File: src/rtl/ysyx_22050550_ifu_pkg.sv
// Shared encodings for the instruction fetch unit.
package ysyx_22050550_ifu_pkg;

  localparam int unsigned REG_BUS_W = 64;
  localparam int unsigned INST_W    = 32;
  localparam int unsigned FAULT_W   = 2;

  localparam logic [INST_W-1:0] IFU_NOP_INST = 32'h0000_0013;

  localparam logic [FAULT_W-1:0] FAULT_NONE     = 2'b00;
  localparam logic [FAULT_W-1:0] FAULT_MISALIGN = 2'b01;
  localparam logic [FAULT_W-1:0] FAULT_BUS      = 2'b10;

  typedef enum logic [1:0] {
    IFU_IDLE = 2'd0,
    IFU_AR   = 2'd1,
    IFU_R    = 2'd2,
    IFU_HOLD = 2'd3
  } ifu_state_e;

endpackage

File: src/rtl/ysyx_22050550_ifu_fsm.sv
// Fetch control: state register and in-flight discard flag.
module ysyx_22050550_ifu_fsm
  import ysyx_22050550_ifu_pkg::*;
(
  input  logic       clock,
  input  logic       reset,
  input  logic       misaligned,
  input  logic       flush,
  input  logic       arready,
  input  logic       rvalid,
  input  logic       id_ready,
  output ifu_state_e state,
  output logic       drop
);

  // State and drop update; a redirect while a read is outstanding marks its response for discard.
  always_ff @(posedge clock or negedge reset) begin
    if (!reset) begin
      state <= IFU_IDLE;
      drop  <= 1'b0;
    end else begin
      case (state)
        IFU_IDLE: state <= misaligned ? IFU_HOLD : IFU_AR;
        IFU_AR: begin
          if (flush)   drop  <= 1'b1;
          if (arready) state <= IFU_R;
        end
        IFU_R: begin
          if (rvalid) begin
            drop  <= 1'b0;
            state <= (drop || flush) ? IFU_IDLE : IFU_HOLD;
          end else if (flush) begin
            drop <= 1'b1;
          end
        end
        IFU_HOLD: if (flush || id_ready) state <= IFU_IDLE;
        default: state <= IFU_IDLE;
      endcase
    end
  end

endmodule

File: src/rtl/ysyx_22050550_ifu.sv
// Instruction fetch unit: one outstanding AXI4-Lite read, result held for ID.
module ysyx_22050550_ifu
  import ysyx_22050550_ifu_pkg::*;
#(
  parameter int unsigned       ADDR_W   = 64,
  parameter int unsigned       DATA_W   = REG_BUS_W,
  parameter logic [INST_W-1:0] NOP_INST = IFU_NOP_INST
) (
  input  logic                clock,
  input  logic                reset,
  input  logic [ADDR_W-1:0]   in_pc,
  input  logic                flush,
  output logic                pc_advance,
  output logic [ADDR_W-1:0]   araddr,
  output logic                arvalid,
  input  logic                arready,
  input  logic [DATA_W-1:0]   rdata,
  input  logic [1:0]          rresp,
  input  logic                rvalid,
  output logic                rready,
  output logic [ADDR_W-1:0]   if_pc,
  output logic [INST_W-1:0]   if_inst,
  output logic [FAULT_W-1:0]  if_fault,
  output logic                if_valid,
  input  logic                id_ready
);

  ifu_state_e        state;
  logic              drop;
  logic              misaligned;
  logic [ADDR_W-1:0] req_pc;
  logic [INST_W-1:0] sel_word;

  assign misaligned = (in_pc[1:0] != 2'b00);
  assign sel_word   = req_pc[2] ? rdata[63:32] : rdata[31:0];

  // Handshake to ID completes in the same cycle it is accepted; flush overrides acceptance.
  assign pc_advance = (state == IFU_HOLD) && if_valid && id_ready && !flush;

  ysyx_22050550_ifu_fsm u_fsm (
    .clock      (clock),
    .reset      (reset),
    .misaligned (misaligned),
    .flush      (flush),
    .arready    (arready),
    .rvalid     (rvalid),
    .id_ready   (id_ready),
    .state      (state),
    .drop       (drop)
  );

  // Bus request and ID-facing datapath registers.
  always_ff @(posedge clock or negedge reset) begin
    if (!reset) begin
      req_pc   <= '0;
      araddr   <= '0;
      arvalid  <= 1'b0;
      rready   <= 1'b0;
      if_pc    <= '0;
      if_inst  <= NOP_INST;
      if_fault <= FAULT_NONE;
      if_valid <= 1'b0;
    end else begin
      case (state)
        IFU_IDLE: begin
          req_pc <= in_pc;
          if (misaligned) begin
            if_pc    <= in_pc;
            if_inst  <= NOP_INST;
            if_fault <= FAULT_MISALIGN;
            if_valid <= 1'b1;
          end else begin
            araddr  <= {in_pc[ADDR_W-1:3], 3'b000};
            arvalid <= 1'b1;
          end
        end
        IFU_AR: begin
          if (arready) begin
            arvalid <= 1'b0;
            rready  <= 1'b1;
          end
        end
        IFU_R: begin
          if (rvalid) begin
            rready <= 1'b0;
            if (!(drop || flush)) begin
              if_pc    <= req_pc;
              if_inst  <= (rresp != 2'b00) ? NOP_INST : sel_word;
              if_fault <= (rresp != 2'b00) ? FAULT_BUS : FAULT_NONE;
              if_valid <= 1'b1;
            end
          end
        end
        IFU_HOLD: begin
          if (flush || id_ready) if_valid <= 1'b0;
        end
        default: ;
      endcase
    end
  end

endmodule

File: config.mk
export PLATFORM = sky130hd
export DESIGN_NAME = ysyx_22050550_ifu
export DESIGN_NICKNAME = d
export VERILOG_FILES = /design/src/rtl/ysyx_22050550_ifu_pkg.sv /design/src/rtl/ysyx_22050550_ifu_fsm.sv /design/src/rtl/ysyx_22050550_ifu.sv
export SDC_FILE = /design/constraint.sdc
export NUM_CORES = 1
export LEC_CHECK = 0
export BUFFER_PORTS_ARGS = -buffer_cell sky130_fd_sc_hd__buf_2
export CAP_MARGIN = 40
export CORE_AREA = 8 8 206 208
export CTS_BUF_LIST = sky130_fd_sc_hd__clkbuf_4 sky130_fd_sc_hd__clkbuf_8 sky130_fd_sc_hd__clkbuf_16
export DETAILED_ROUTE_END_ITERATION = 10
export DIE_AREA = 0 0 214 216
export PLACE_DENSITY = 0.55
export SYNTH_ARGS = -nofsm -noshare
export SYNTH_HDL_FRONTEND = slang
export SYNTH_SLANG_ARGS = --single-unit
File: constraint.sdc
create_clock -name clock -period 2.3 [get_ports clock]
set_clock_uncertainty 0.05 [all_clocks]
set_input_delay 0.46 -clock clock [delete_from_list [all_inputs] [get_ports clock]]
set_output_delay 0.46 -clock clock [all_outputs]
set_load 0.01 [all_outputs]
==> results.toml <==
[die]
core-area_um2 = 39180
fp.dieW_um = 214
die_area_um2 = 46220
die-height_um = 216
rows = 73
ios = 302
start_util = 0.2466

[pwr]
vdd_drop_max_v = 0.0009744
powerDensity_nw_per_um2 = 1476
p_leak_nw = 6.059

[timing]
tns_ns = 0
drv_slew = 0
hold_viol = 0
relSlewSlack = 0.6193
worst_pin_slew_ns = 0.5711
finalSetupViolCount = 0
worst_slack_ns = 0.2012
post-route-min-period_ns = 2.099
max_freq_mhz = 476.5
grt_setup_unrepaired = "false"
post-route-period-util = 0.9125

[yosys]
netlist_area_um2 = 9662
synth_edf_count = 0
async_flop_share = 1.000
yosysMostFrequentCell = "dfrtp_1"
synth_top_area_cell = "dfrtp_1"
ys_seq_area_frac = 0.5935
syn_area_per_cell_um2 = 12.85
yosysUniqueCellTypes = 35
synth_warnings = 0
ys_seq_elements = 229
synth_top_area_share = 0.5853
synth_flop_cell = "dfrtp_1"
yosys-top-cells-area = "dfrtp_1 (59%), mux2_2 (15%), mux2i_1 (9.7%)"
ys_top_cells_by_count = "dfrtp_1 (226), mux2_2 (125), nand2_1 (102)"
synth_cells = 752

[clocking]
clkLatencyLatePin_ns = 0.53
path_clk_slew_ns = 0.06
cts-htree-levels = 1
cts_root_buf = "clkbuf_16"
cts_tree = "done"
cts_resized = 0
cts_sinks = 229
cts-buffers-inserted = 26
clockBufferDepth = 3

[critical_path]
crit_chain = "ha_1 -> and4b_1 -> buf_2"
cp_slowest_stage_delay_ns = 0.45
crit_required_ns = 1.79
crit_start = "u_fsm.state[1]"
path_max_fanout = 5
rrSetupSlack_ns = 0.24
cp.arrival_ns = 1.59
worst_setup_path_start_kind = "flip-flop"
worstSetupPathType = "flip-flop to output port"
crit-reg2reg-launch = "u_fsm.state[0]"
endpoint_kind = "output port"
cpMaxStageDelayCell = "dfrtp_1"

[global_route]
grt_max_degree = 67
grt_pass1_wl_um = 41990
gr-total-overflow = 0
grtUsageTotal = 0.1105
grt_pass1_vias = 7130
antenna_found_initial = 3

[placement]
dp_slack_ns = 0.1952
placed_cell_area_um2 = 11810
gp_congestion = 0.7148
io_buffers = 298
hpwl_um = 18690

[routing]
finalWirelength_um = 26270
drt.antenna.violating_nets = 0
drc = 0
avgRoutedWirePerCell_um = 16.56
vias = 6775
viasPerCell = 4.272
dr.first_iter.drc_count = 274
first_pass_iters = 4

[hold_path]
hold_class = "input pin to flip-flop"
hp-start = "in_pc[2]"

[flow_run]
maxCapViolations = 0

[finish]
drive_gt1_frac = 0.4656
nets = 1184
fin_area_um2 = 12720
antenna_cells = 0
area_growth_pct = 31.69

[status]
status = "complete, no violations"
[what timing repair did]
item	CTS	global route
endpoints found under the hold margin	29	0
hold buffers	1	0
setup endpoints to repair	0	0
setup buffers	0	0
[through the flow]
step	instances	util	power (mW)	hold slack, ns
after floorplan	754	-	11.86	0.1144
after global routing	1586	0.3247	20.21	0.1049
after CTS	1586	0.3247	19.21	0.09139
after global placement	1539	0.3013	14.54	0.3062
final	1586	0.3247	18.78	0.1262
after detailed placement	1539	0.3013	14.75	0.3054
[state kept, by name, summed over array words and instances, names as in the netlist]
name and count:
araddr 61, arvalid 1, if_fault 2, if_inst 32
if_pc 64, if_valid 1, req_pc 64, rready 1
u_fsm.drop 1, u_fsm.state 2
[layout by cell type, fill, tap and decap left out, types with 2 or more instances in the layout]
cell         n
clkbuf_8     8
nor2b_1      6
inv_1        4
o21ai_1     25
clkbuf_16   27
o21ai_0     48
nor3b_1      2
clkinv_2     2
a211oi_1     3
ha_4         2
buf_2      297
nor2_1       6
nand2_1    102
bufinv_16    2
mux2_2     125
buf_4        8
ha_1         3
conb_1       3
dfstp_2      3
a21oi_1      4
dfrtp_1    225
o31ai_1     30
clkbuf_4     7
mux2i_1     94
buf_12       9
[area by class of cell]
type                            instances  area, um^2
Sequential cell                       229        5736
Fill cell                            3975       26460
Clock buffer                           42       838.3
Multi-Input combinational cell        466        3656
Clock inverter                          4       70.07
Inverter                                4       15.01
Timing Repair Buffer                  316        1752
Tap cell                              525       656.9
[path summary, 6_finish.rpt]
check / to / cells after the start
min in group asynchronous: req_pc[48] / 2
worst min register to register: if_inst[4] / 2
worst min-delay path: req_pc[2] / 2
worst max-delay path: pc_advance / 3
max in group asynchronous: araddr[43] / 3
worst max register to register: if_inst[11] / 6
[critical path: cells and delay by family (launching register included)]
| kind | cells | cell delay, ns |
|---|---|---|
| flip-flops | 1 | 0.45 |
| adder cells (fa/ha/maj) | 1 | 0.23 |
| AND/OR/NAND/NOR | 1 | 0.22 |
| buffers and inverters | 1 | 0.16 |
[routing by layer]
layer | global-route usage | part of all wire
met5 | 0 | 0.0013
met4 | 0.02715 | 0.015
met3 | 0.03678 | 0.078
met2 | 0.1756 | 0.46
met1 | 0.1434 | 0.44
[logic make-up (layout without fill, tap and decap cells)]
kind of cell / count (synthesis) / after routing / synth area share
DFF: 229 / 229 / 0.5935
muxes: 219 / 219 / 0.2431
and+or+nand+nor: 121 / 121 / 0.05115
AOI/OAI and AO/OA: 118 / 118 / 0.07278
buffers and inverters: 59 / 366 / 0.03263
adders and majority gates: 5 / 5 / 0.006475
other: 1 / 3 / 0.0003881
[power breakdown]
group	internal, mW	switching, mW
sequential	5.98	0.933
combinational	3.51	4.03
clock	2.70	1.63
total	12.2	6.59
No activity file was read; power rests on OpenSTA's default activity.
